<file path="config.mk">
export PLATFORM = sky130hd
export DESIGN_NAME = am2911_next_addr_ctrl
export DESIGN_NICKNAME = d
export VERILOG_FILES = /design/src/rtl/am2911_next_addr_ctrl.sv
export SDC_FILE = /design/constraint.sdc
export NUM_CORES = 1
export LEC_CHECK = 0
export BUFFER_PORTS_ARGS = -buffer_cell sky130_fd_sc_hd__buf_2
export CORE_UTILIZATION = 45
export DETAILED_ROUTE_END_ITERATION = 8
export GPL_ROUTABILITY_DRIVEN = 0
export PLACE_DENSITY = 0.78
export SKIP_LAST_GASP = 1
export SLEW_MARGIN = 25
export SYNTH_ARGS = -nofsm -noshare
export SYNTH_HDL_FRONTEND = slang
export SYNTH_SLANG_ARGS = --single-unit
</file>
<file path="constraint.sdc">
create_clock -name clock -period 5.3 [get_ports clock]
set_clock_uncertainty 0.15 [all_clocks]
set_input_delay 1.59 -clock clock [delete_from_list [all_inputs] [get_ports clock]]
set_output_delay 1.59 -clock clock [all_outputs]
set_load 0.02 [all_outputs]
</file>
<file path="src/rtl/am2911_next_addr_ctrl.sv">
// -----------------------------------------------------------------------------
// am2911_next_addr_ctrl
//
// Purpose:
//    Next-address controller for a cascade of Am2911 microprogram sequencer
//    slices. It decodes the 4-bit next-address opcode and a polarity-adjusted
//    test condition into the shared slice control lines (S0/S1, ZERO, Cn,
//    RE, FE, PUP). It also owns the loop counter, the RUN/HALT sequencing and
//    a model of the slices' stack depth, including sticky overflow and
//    underflow flags.
//
// Configuration macro:
//    AM2911_STACK_GUARD_EN - when defined, an overflowing push or an
//    underflowing pop is suppressed (FE held high). The branch part of the
//    opcode still executes and the flags are still set. When undefined, the
//    stack operation reaches the slices unchanged and only the flags record
//    the event.
//
// Ports:
//    clock       in   system clock, rising edge
//    reset_n     in   synchronous active-low reset
//    op          in   [3:0] next-address opcode
//    cond        in   raw test condition
//    cond_pol    in   1: test passes on cond=1, 0: test passes on cond=0
//    cnt_in      in   [CNT_W-1:0] loop count loaded by LDCT
//    hold        in   freeze the sequencer this cycle (ignored in HALT)
//    start       in   leave HALT state
//    clr_flags   in   clear stack_ovf / stack_unf
//    seq_s0/s1   out  slice source select
//    seq_zero_n  out  slice ZERO (0 forces Y=0)
//    seq_cin     out  slice Cn (1 = increment)
//    seq_re_n    out  slice RE (0 loads AR from D)
//    seq_fe_n    out  slice FE (0 enables stack op)
//    seq_pup     out  slice PUP (1 push, 0 pop)
//    halted      out  HALT state indicator
//    cnt_zero    out  loop counter is zero
//    depth       out  [2:0] tracked stack depth, 0..STACK_DEPTH
//    stack_ovf   out  sticky: push attempted at full depth
//    stack_unf   out  sticky: pop attempted at depth 0
// -----------------------------------------------------------------------------
module am2911_next_addr_ctrl #(
   parameter int CNT_W       = 8,
   parameter int STACK_DEPTH = 4
) (
   input  logic             clock,
   input  logic             reset_n,
   input  logic [3:0]       op,
   input  logic             cond,
   input  logic             cond_pol,
   input  logic [CNT_W-1:0] cnt_in,
   input  logic             hold,
   input  logic             start,
   input  logic             clr_flags,
   output logic             seq_s0,
   output logic             seq_s1,
   output logic             seq_zero_n,
   output logic             seq_cin,
   output logic             seq_re_n,
   output logic             seq_fe_n,
   output logic             seq_pup,
   output logic             halted,
   output logic             cnt_zero,
   output logic [2:0]       depth,
   output logic             stack_ovf,
   output logic             stack_unf
);

   typedef enum logic {
      ST_RUN  = 1'b0,
      ST_HALT = 1'b1
   } fsm_t;

   localparam logic [3:0] OP_CONT = 4'h0;
   localparam logic [3:0] OP_JMP  = 4'h1;
   localparam logic [3:0] OP_CJMP = 4'h2;
   localparam logic [3:0] OP_JSR  = 4'h3;
   localparam logic [3:0] OP_CJSR = 4'h4;
   localparam logic [3:0] OP_RTS  = 4'h5;
   localparam logic [3:0] OP_CRTS = 4'h6;
   localparam logic [3:0] OP_LDAR = 4'h7;
   localparam logic [3:0] OP_JAR  = 4'h8;
   localparam logic [3:0] OP_LDCT = 4'h9;
   localparam logic [3:0] OP_RPCT = 4'hA;
   localparam logic [3:0] OP_LOOP = 4'hB;
   localparam logic [3:0] OP_PUSH = 4'hC;
   localparam logic [3:0] OP_HALT = 4'hD;
   localparam logic [3:0] OP_ZERO = 4'hE;

   localparam logic [2:0]       DEPTH_MAX = 3'(STACK_DEPTH);
   localparam logic [CNT_W-1:0] CNT_ZERO  = {CNT_W{1'b0}};
   localparam logic [CNT_W-1:0] CNT_ONE   = CNT_W'(1);

   // Registered state
   fsm_t             fsm_q, fsm_d;
   logic [CNT_W-1:0] counter_q, counter_d;
   logic [2:0]       depth_q, depth_d;
   logic             ovf_q, ovf_d;
   logic             unf_q, unf_d;

   // Combinational control lines
   logic [1:0] sel_s;
   logic       zero_n_s;
   logic       cin_s;
   logic       re_n_s;
   logic       fe_n_s;
   logic       pup_s;
   logic       test_s;
   logic       push_s;
   logic       pop_s;
   logic       ovf_evt_s;
   logic       unf_evt_s;

   assign test_s = ~(cond ^ cond_pol);

   // Opcode decode, stall/reset override and next-state computation
   always_comb begin
      sel_s     = 2'b00;
      zero_n_s  = 1'b1;
      cin_s     = 1'b1;
      re_n_s    = 1'b1;
      fe_n_s    = 1'b1;
      pup_s     = 1'b0;
      push_s    = 1'b0;
      pop_s     = 1'b0;
      ovf_evt_s = 1'b0;
      unf_evt_s = 1'b0;
      fsm_d     = fsm_q;
      counter_d = counter_q;
      depth_d   = depth_q;
      ovf_d     = ovf_q;
      unf_d     = unf_q;

      if (!reset_n) begin
         // Force Y=0 with no increment so the slice PC clears on this edge.
         zero_n_s = 1'b0;
         cin_s    = 1'b0;
      end else if ((fsm_q == ST_HALT) || hold) begin
         // Re-select PC without increment: the slice PC holds.
         cin_s = 1'b0;
         if ((fsm_q == ST_HALT) && start) begin
            fsm_d = ST_RUN;
         end else begin
            fsm_d = fsm_q;
         end
      end else begin
         case (op)
            OP_CONT: begin
               sel_s = 2'b00;
            end
            OP_JMP: begin
               sel_s = 2'b11;
            end
            OP_CJMP: begin
               if (test_s) begin
                  sel_s = 2'b11;
               end else begin
                  sel_s = 2'b00;
               end
            end
            OP_JSR: begin
               sel_s  = 2'b11;
               push_s = 1'b1;
            end
            OP_CJSR: begin
               if (test_s) begin
                  sel_s  = 2'b11;
                  push_s = 1'b1;
               end else begin
                  sel_s = 2'b00;
               end
            end
            OP_RTS: begin
               sel_s = 2'b10;
               pop_s = 1'b1;
            end
            OP_CRTS: begin
               if (test_s) begin
                  sel_s = 2'b10;
                  pop_s = 1'b1;
               end else begin
                  sel_s = 2'b00;
               end
            end
            OP_LDAR: begin
               re_n_s = 1'b0;
            end
            OP_JAR: begin
               sel_s = 2'b01;
            end
            OP_LDCT: begin
               counter_d = cnt_in;
            end
            OP_RPCT: begin
               if (counter_q != CNT_ZERO) begin
                  sel_s     = 2'b01;
                  counter_d = counter_q - CNT_ONE;
               end else begin
                  sel_s = 2'b00;
               end
            end
            OP_LOOP: begin
               // Condition false: branch back to stack top, keep the entry.
               // Condition true: fall through and discard the loop entry.
               if (test_s) begin
                  sel_s = 2'b00;
                  pop_s = 1'b1;
               end else begin
                  sel_s = 2'b10;
               end
            end
            OP_PUSH: begin
               push_s = 1'b1;
            end
            OP_HALT: begin
               fsm_d = ST_HALT;
            end
            OP_ZERO: begin
               zero_n_s = 1'b0;
            end
            default: begin
               sel_s = 2'b00;
            end
         endcase

         ovf_evt_s = push_s && (depth_q == DEPTH_MAX);
         unf_evt_s = pop_s && (depth_q == 3'd0);

         if (push_s) begin
            fe_n_s = 1'b0;
            pup_s  = 1'b1;
         end else if (pop_s) begin
            fe_n_s = 1'b0;
            pup_s  = 1'b0;
         end else begin
            fe_n_s = 1'b1;
         end

`ifdef AM2911_STACK_GUARD_EN
         if (ovf_evt_s || unf_evt_s) begin
            fe_n_s = 1'b1;
         end else begin
            fe_n_s = fe_n_s;
         end
`endif

         // Depth saturates at both ends whether or not the op is suppressed.
         if (push_s && !ovf_evt_s) begin
            depth_d = depth_q + 3'd1;
         end else if (pop_s && !unf_evt_s) begin
            depth_d = depth_q - 3'd1;
         end else begin
            depth_d = depth_q;
         end

         // A new violation beats a simultaneous clear.
         ovf_d = (ovf_q & ~clr_flags) | ovf_evt_s;
         unf_d = (unf_q & ~clr_flags) | unf_evt_s;
      end
   end

   // State registers with synchronous active-low reset
   always_ff @(posedge clock) begin
      if (!reset_n) begin
         fsm_q     <= ST_RUN;
         counter_q <= CNT_ZERO;
         depth_q   <= 3'd0;
         ovf_q     <= 1'b0;
         unf_q     <= 1'b0;
      end else begin
         fsm_q     <= fsm_d;
         counter_q <= counter_d;
         depth_q   <= depth_d;
         ovf_q     <= ovf_d;
         unf_q     <= unf_d;
      end
   end

   assign seq_s0     = sel_s[0];
   assign seq_s1     = sel_s[1];
   assign seq_zero_n = zero_n_s;
   assign seq_cin    = cin_s;
   assign seq_re_n   = re_n_s;
   assign seq_fe_n   = fe_n_s;
   assign seq_pup    = pup_s;
   assign halted     = reset_n & (fsm_q == ST_HALT);
   assign cnt_zero   = ~reset_n | (counter_q == CNT_ZERO);
   assign depth      = depth_q;
   assign stack_ovf  = ovf_q;
   assign stack_unf  = unf_q;

endmodule

</file>
==> metrics, run 1 <==
Reg2Reg Launch Point counter_q[0]$_SDFFE_PN0P_; vias in the first global route 1085; CORE AREA 0.002545 mm²; ranking of synthesized cells by area dfxtp_1 23%, nand2_1 5.4%, nor2_1 4.5%; hold_buf cts 0; Multi-input gate area 865.8 µm²; met3 WL 167 µm; H-tree levels 1; Starting Density 0.4887; share of layout cells above drive strength 1 0.2757; Final Hold Viols 0; final net count 208; Max FO, Critical Path 6; clk sinks 14; met2 wire length 1.363 mm; Inserted Diodes 0; final setup margin 528.9 ps; Die Footprint 0.002978 mm²; Die Width 54.57 µm; max frequency 209.6 MHz; register area share after synthesis 0.2254; Area growth syn-to-layout 14.29%; total grt overflow 0; worst endpoint required time 3560 ps; WL final 2.863 mm; IO Pins 33; status finished, final reports clean; RSZ-0062 raised after global routing no; Synth Register Bits 14; Die H 54.57 µm; fin crit period 4771 ps; clock slew at reported path FFs 90 ps; XOR/XNOR Fraction of Synth Area 0.02012; first-pass GRT wire length 4.519 mm; Max-slew headroom 0.3727; Adder-Cell Fraction of Synth Area 0.03622; simple-gate share of the synthesized area 0.3008; Yosys warning count 0; Total GRT Usage 0.2066; mux share of post-synthesis cell area 0.02414; fillers 237; DR vias 1285; most frequent cells in the layout 32 x buf_2, 18 x nand2_1, 15 x nor2_1; setup TNS 0 ps; Critical Path Start Type input pin; Hold WC Path Type reg2reg; CTS Buffer Depth 2; post-synth top area share 0.2254; CP Capture Type output port; remaining antenna violation count 0; most common cell after layout, fill and taps aside buf_2; EDFF count, synth 0; Num CTS Buffers 3; VDD IR max 0.1756 mV; Synth area leader dfxtp_1; max cap viols 0; clock root buffer clkbuf_4; final slew viol count 0; crit path from cond_pol; IO Port Bufs 32; post-cts gate resize count 0; Avg Cell Area, Syn 7.822 µm²; TritonCTS clock tree built; Total Power 0.2607 mW; Syn Nets 181; Worst Path Arrival 3030 ps; Mapped Cells 159; initial antenna violation count 0; Setup Buffers After CTS 0; DR top layer met4; hold path startpoint stack_unf$_SDFFE_PN0P_; post-route clock period utilization 0.9002; Main synth FF type dfxtp_1; routed len/inst 13.32 µm; DRT Pass-1 Iters 4; LEAKAGE 0.6111 nW; row cnt 18; largest net degree at the start of global routing 23; largest family of logic cells by synthesized area compound AO/OA/AOI/OAI gates; M1 wire length 1.287 mm; P per Cell Area 183.4 mW/mm²; Worst-Margin Slew 940.9 ps; Cell Area, Synth 0.001244 mm²; # setup viols final 0; critical path class in2out; initial DRC count 35; pre-CTS WS 552.8 ps; Async SR Flop Fraction 0; Compound-Gate Fraction of Synth Area 0.3149; drt drc 0; Final HPWL DP 2.138 mm; Avg Vias per Cell 5.977; worst-skew pair later-pin latency 280 ps; Synth cell types 54; Seq. cell area 280.3 µm²
==> metrics by stage <==
stage,cell area [µm²],util,instances,hold WS [ps]
after floorplan,1244,-,159,313.6
after detailed placement,1385,0.5442,211,307.1
after global placement,1385,0.5442,211,290.7
after global routing,1421,0.5585,215,339.5
after CTS,1421,0.5585,215,318.4
final,1421,0.5585,215,310.7
==> cells in the mapped netlist, types with 2 or more instances <==
cell      number
buf_4          3
buf_2          3
nor3_1         6
inv_1          8
a211oi_1       3
nand2b_1       5
o21ai_0        5
nor2_1        15
clkbuf_1       3
dfxtp_1       14
ha_1           2
a31o_1         4
a211oi_2       2
mux2i_1        3
a21oi_1       10
nor3b_1        4
o31ai_1        3
a21o_1         4
nor2b_1        2
nand2_1       18
o21ai_2        3
or3_1          4
a32o_1         2
and3_2         3
==> logic make-up after synthesis <==
kind of cell / count (synthesis)
AO/OA/AOI/OAI: 49
XOR/XNOR: 2
adder cells (fa/ha/maj): 3
buffers and inverters: 20
flip-flops: 14
multiplexers: 3
AND/OR/NAND/NOR: 68
==> layer usage <==
layer | global-route usage | vias up
li1 | - | 638
met5 | 0 | -
met1 | 0.2554 | 592
met3 | 0.04167 | 6
met4 | 0.07692 | 0
met2 | 0.3496 | 49
==> cell type report <==
type | instances | share of cell area
multi-input cells | 125 | 0.6092
flip-flops and latches | 14 | 0.1972
repair buffers | 33 | 0.1180
well taps | 30 | 0.02641
clock buffers | 4 | 0.02553
inverters | 9 | 0.02377
==> report_power, final <==
group          internal, mW  switching [mW]
clock                0.0418          0.0358
sequential            0.108         0.00363
combinational        0.0283          0.0436
==> registers in the layout, indices dropped and copies added (netlist names) <==
register and count:
stack_unf 1, counter_q 8, stack_ovf 1, fsm_q 1, depth 3
==> worst max-delay path, stage by stage <==
cell      delay [ps]
buf_2            130
xor2_2           280
mux2i_1          130
a211oi_1         560
nand2b_1         190
buf_2            160
==> final timing paths <==
kind / cells after the start / slack [ps] / endpoint
max reg2reg: 7 / 2590 / counter_q[7]$_SDFFE_PN0P_
min: 2 / 310 / stack_unf$_SDFFE_PN0P_
min reg2reg: 2 / 310 / stack_unf$_SDFFE_PN0P_
max: 6 / 530 / seq_fe_n
Power figures use the tool's default switching activity.
==> run 2: changes to the inputs <==
BUFFER_PORTS_ARGS = -buffer_cell sky130_fd_sc_hd__buf_4   (was -buffer_cell sky130_fd_sc_hd__buf_2)
==> run 2 against run 1 <==
Critical path depth unchanged; worst hold slack better by 2.5 ps; combinational power up 8.3%; non-clock buffer count unchanged; count of clock-buffer cells in the layout unchanged; cell count unchanged; setup slack better by 37 ps; clock power up 2%; first-iteration DRC count down 37%; global-route usage up 0.19 points; utilization up 3.1 points; register-to-register slack worse by 50 ps.
==> metrics, run 2 (synthesis gave the netlist of run 1 again) <==
M1 wire length 1.330 mm (+3.3%); Hold Crit Depth 2 (unchanged); Worst Path Arrival 2990 ps (-40 ps); most common cell after layout, fill and taps aside buf_4; total internal power 0.1838 mW (+3.4%); max frequency 211.2 MHz (+0.78%); CP dominant cell by count buf_4; Hold WC Path Type reg2reg; first-pass GRT wire length 4.429 mm (-2.0%); initial DRC count 22 (-37%); largest net degree at the start of global routing 23 (unchanged); setup TNS 0 ps (unchanged); routed len/inst 13.46 µm (+1.1%); Final HPWL DP 2.160 mm (+1.0%); cell family with most CP delay compound AO/OA/AOI/OAI gates; Avg Vias per Cell 5.781 (-3.3%); Sw Share 0.3149 (-0.003464); share of total power in the clock network 0.295 (-0.002); LEAKAGE 0.6327 nW (+3.5%); H-tree levels 1 (unchanged); Inserted Diodes 0 (unchanged); worst-skew pair later-pin latency 290 ps (about the same); reg2reg path depth 7 (unchanged); initial antenna violation count 0 (unchanged); CP Buf/Inv Count 2 (unchanged); DRT Pass-1 Iters 4 (unchanged); Die H 54.57 µm (unchanged); DR top layer met4; fin crit period 4734 ps (-36.77 ps); Reg2Reg Launch Point counter_q[0]$_SDFFE_PN0P_; final setup margin 565.6 ps (+36.77 ps); reg2reg end counter_q[7]$_SDFFE_PN0P_; critical path class in2out; hold endpoint stack_unf$_SDFFE_PN0P_; most frequent cells in the layout 33 x buf_4, 18 x nand2_1, 15 x nor2_1; final slew viol count 0 (unchanged); peak per-stage delay on the critical path 540 ps (-20 ps); Num CTS Buffers 3 (unchanged); Critical Path Start Type input pin; TritonCTS clock tree built; clock root buffer clkbuf_4; Max FO, Critical Path 6 (unchanged); sw power 0.08445 mW (+1.8%); Total GRT Usage 0.2085 (+0.001947); max reg flops 8 (unchanged); CTS Buffer Depth 2 (unchanged); Area growth syn-to-layout 20.72%; vias in the first global route 1029 (-5.2%); CORE AREA 0.002545 mm² (unchanged); clock slew at reported path FFs 90 ps (about the same); Worst-Margin Slew 969.8 ps (+28.89 ps); final net count 208 (unchanged); combinational power share 0.290 (+0.014); Die Width 54.57 µm (unchanged); RSZ-0062 raised after global routing no; hold_buf cts 0 (unchanged); clk sinks 14 (unchanged); sequential share of power 0.415 (-0.012); Final Hold Viols 0 (unchanged); Setup Buffers After CTS 0 (unchanged); IO Port Bufs 32 (unchanged); post-cts gate resize count 0 (unchanged); met2 wire length 1.376 mm (+0.95%); row cnt 18 (unchanged); VDD IR max 0.1683 mV (-4.2%); remaining antenna violation count 0 (unchanged); Top reg by flops counter_q; status finished, final reports clean; drt drc 0 (unchanged); IO Pins 33 (unchanged); pre-CTS WS 616.5 ps (+63.70 ps); Crit-path slowest cell a211oi_1; total grt overflow 0 (unchanged); Die Footprint 0.002978 mm² (unchanged); post-route clock period utilization 0.8933 (-0.006938); share of layout cells above drive strength 1 0.2757 (unchanged); met3 WL 164 µm (-1.8%); DR vias 1243 (-3.3%); Starting Density 0.4887 (unchanged); # setup viols final 0 (unchanged); P per Cell Area 178.6 mW/mm² (-2.6%); critical-path cell list buf_4 -> xor2_2 -> mux2i_1 -> a211oi_1 -> nand2b_1 -> buf_4; CP Capture Type output port; hold path startpoint stack_unf$_SDFFE_PN0P_; r2r setup slk 2540 ps (-50 ps); WL final 2.894 mm (+1.1%); Max-slew headroom 0.3535 (-0.01926); max cap viols 0 (unchanged); worst endpoint required time 3560 ps (about the same); fillers 251 (+5.9%)
==> run 2: cell counts in the layout (fill, tap and decap cells not counted) <==
No cell type changed its count.
==> run 2: worst register-to-register path, stage by stage, from the launching register on <==
cell	delay, ps
dfxtp_1	390
inv_1	100
ha_1	210
nor4b_1	160
a21o_1	210
a2111oi_4	900
o21ai_0	230
a32o_1	310
==> run 2: worst max-delay path by stage <==
stage | endpoint | start | cells past startpoint
6_report | seq_fe_n | cond_pol | 6
5_1_grt | seq_fe_n | cond_pol | 6
4_1_cts | seq_fe_n | cond_pol | 6
2_1_floorplan | seq_s0 | op[1] | 6
3_5_place_dp | seq_fe_n | cond_pol | 6
3_3_place_gp | seq_fe_n | cond_pol | 6
==> run 2: routing by layer <==
metal | GRT usage | vias to the layer above
li1 | - | 638
met1 | 0.2458 | 562
met2 | 0.3679 | 38
met3 | 0.05278 | 5
met4 | 0.05983 | 0
met5 | 0 | -
==> run 2: cell type report <==
class                   instances  area (µm²)  area share
inverters                       9       33.78     0.02250
repair buffers                 33       247.7      0.1650
well taps                      30       37.54     0.02500
flip-flops and latches         14       280.3      0.1867
clock buffers                   4       36.28     0.02417
multi-input cells             125       865.8      0.5767
==> run 2: stage by stage <==
| stage | utilization | power, mW | hold WS [ps] | cells | instance area [µm²] |
|---|---|---|---|---|---|
| after floorplan | - | 0.1663 | 313.6 | 159 | 1244 |
| after global placement | 0.5757 | 0.1885 | 293.6 | 211 | 1465 |
| after CTS | 0.5900 | 0.2705 | 312.8 | 215 | 1501 |
| after global routing | 0.5900 | 0.2843 | 341.7 | 215 | 1501 |
| final | 0.5900 | 0.2682 | 313.2 | 215 | 1501 |
| after detailed placement | 0.5757 | 0.1912 | 302.3 | 211 | 1465 |
==> run 2: power by group through the flow <==
stage / Clock, mW / Sequential [mW] / Combinational, mW
after global routing: 0.0872 / 0.112 / 0.0854
after global placement: 0 / 0.113 / 0.0750
final: 0.0791 / 0.111 / 0.0779
after CTS: 0.0813 / 0.111 / 0.0780
after detailed placement: 0 / 0.114 / 0.0776
after floorplan: 0 / 0.114 / 0.0524
==> run 3: changes to the inputs <==
clock period = 5.9 ns   (was 5.3 ns; I/O delays follow)
==> run 3 against run 2 <==
Global-route usage up 0.31 points; critical endpoint unchanged; first-iteration DRC count up 23%; die area unchanged; cell count down 0.47%; worst hold slack worse by 5.5 ps.
==> metrics, run 3 (synthesis gave the netlist of run 1 again) <==
Final Hold Viols 0 (unchanged); Die Width 54.57 µm (unchanged); DR vias 1250 (+0.56%); max frequency 194.5 MHz; Top reg by flops counter_q; largest net degree at the start of global routing 23 (unchanged); # setup viols final 0 (unchanged); reg2reg end counter_q[7]$_SDFFE_PN0P_; most common cell after layout, fill and taps aside buf_4; setup TNS 0 ps (unchanged); routed len/inst 13.79 µm (+2.4%); CP dominant cell by count buf_4; Die H 54.57 µm (unchanged); max cap viols 0 (unchanged); final slew viol count 0 (unchanged); LEAKAGE 0.6284 nW (-0.67%); status finished, final reports clean; peak per-stage delay on the critical path 590 ps (+50 ps); IO Pins 33 (unchanged); initial antenna violation count 0 (unchanged); fillers 237 (-5.6%); pre-CTS WS 810.1 ps (+193.6 ps); Num CTS Buffers 3 (unchanged); IO Port Bufs 32 (unchanged); Cell Area, Placed 0.001458 mm² (-0.51%); Starting Density 0.4887 (unchanged); Final HPWL DP 2.150 mm (-0.45%); first-pass GRT wire length 4.505 mm (+1.7%); crit path from cond_pol; Max-slew headroom 0.3836 (+0.03011); max reg flops 8 (unchanged); hold_buf cts 0 (unchanged); final net count 207 (-0.48%); P per Cell Area 162.5 mW/mm² (-9.0%); Total GRT Usage 0.2116 (+0.003124); Reg2Reg Launch Point counter_q[0]$_SDFFE_PN0P_; Crit-path slowest cell a211oi_1; hold endpoint stack_unf$_SDFFE_PN0P_; critical path class in2out; dpl cells 210 (-0.47%); Hold WC Path Type reg2reg; reg2reg path depth 7 (unchanged); RSZ-0062 raised after global routing no; Area growth syn-to-layout 20.12%; r2r setup slk 3180 ps (+640 ps); remaining antenna violation count 0 (unchanged); total grt overflow 0 (unchanged); Worst Path Arrival 3220 ps (+230 ps); Multi-input gate area 865.8 µm² (unchanged); Setup Buffers After CTS 0 (unchanged); CORE AREA 0.002545 mm² (unchanged); Avg Vias per Cell 5.841 (+1.0%); most frequent cells in the layout 32 x buf_4, 18 x nand2_1, 15 x nor2_1; CP Capture Type output port; Final Cell Area 0.001494 mm² (-0.50%); DRT Pass-1 Iters 4 (unchanged); clk sinks 14 (unchanged); VDD IR max 0.1483 mV (-12%); Die Footprint 0.002978 mm² (unchanged); clock slew at reported path FFs 80 ps (about the same); worst endpoint required time 3980 ps (+420 ps); post-cts gate resize count 0 (unchanged); share of layout cells above drive strength 1 0.2717 (-0.003937); H-tree levels 1 (unchanged); initial DRC count 27 (+23%); Critical Path Start Type input pin; row cnt 18 (unchanged); WL final 2.951 mm (+2.0%); Max FO, Critical Path 6 (unchanged); Inserted Diodes 0 (unchanged); Seq. cell area 280.3 µm² (unchanged); hold path startpoint stack_unf$_SDFFE_PN0P_; fin crit period 5141 ps; final non-filler cell total 214 (-0.47%); CTS Buffer Depth 2 (unchanged); final setup margin 758.6 ps (+192.9 ps); post-route clock period utilization 0.8714; critical-path cell list buf_4 -> xor2_2 -> mux2i_1 -> a211oi_1 -> nand2b_1 -> buf_4; Hold Crit Depth 2 (unchanged); Worst-Margin Slew 924.6 ps (-45.16 ps); clock root buffer clkbuf_4; TritonCTS clock tree built; vias in the first global route 1083 (+5.2%); worst-skew pair later-pin latency 300 ps (about the same); drt drc 0 (unchanged)
[run 3: routing by layer]
layer	vias up	global-route usage	share of wire
met5	-	0	0
met4	0	0.06838	0.0085
met1	554	0.2467	0.44
li1	643	-	-
met2	49	0.3659	0.49
met3	4	0.06389	0.067
[run 3: power by group]
part           leakage (nW)  switching (mW)  total [mW]  internal [mW]
Combinational         0.494          0.0395      0.0700         0.0305
Sequential            0.113         0.00326      0.0999         0.0967
Clock                0.0210          0.0351      0.0728         0.0377
[run 3: critical path, delay by kind of cell]
kind | cells | cell delay (ps)
buffers and inverters | 2 | 260
AND/OR/NAND/NOR | 1 | 190
XOR/XNOR | 1 | 290
AO/OA/AOI/OAI | 1 | 590
multiplexers | 1 | 130
[run 3: cell type report]
type | count | area share
multi-input cells | 125 | 0.5796
well taps | 30 | 0.02513
clock buffers | 4 | 0.02429
inverters | 9 | 0.02261
repair buffers | 32 | 0.1608
flip-flops and latches | 14 | 0.1876
[run 3: worst max-delay path by stage]
stage | end | slack, ps
after floorplan | seq_s0 | 1130
after global placement | seq_fe_n | 900
after detailed placement | seq_fe_n | 810
after CTS | seq_fe_n | 780
after global routing | seq_fe_n | 700
final | seq_fe_n | 760
[run 3: stage by stage]
stage          hold WS, ps  power (mW)  utilization
4_1_cts              312.1      0.2450       0.5870
2_1_floorplan        313.6      0.1494            -
3_3_place_gp         293.7      0.1690       0.5728
6_report             307.6      0.2428       0.5870
3_5_place_dp         299.6      0.1716       0.5728
5_1_grt              326.5      0.2544       0.5870
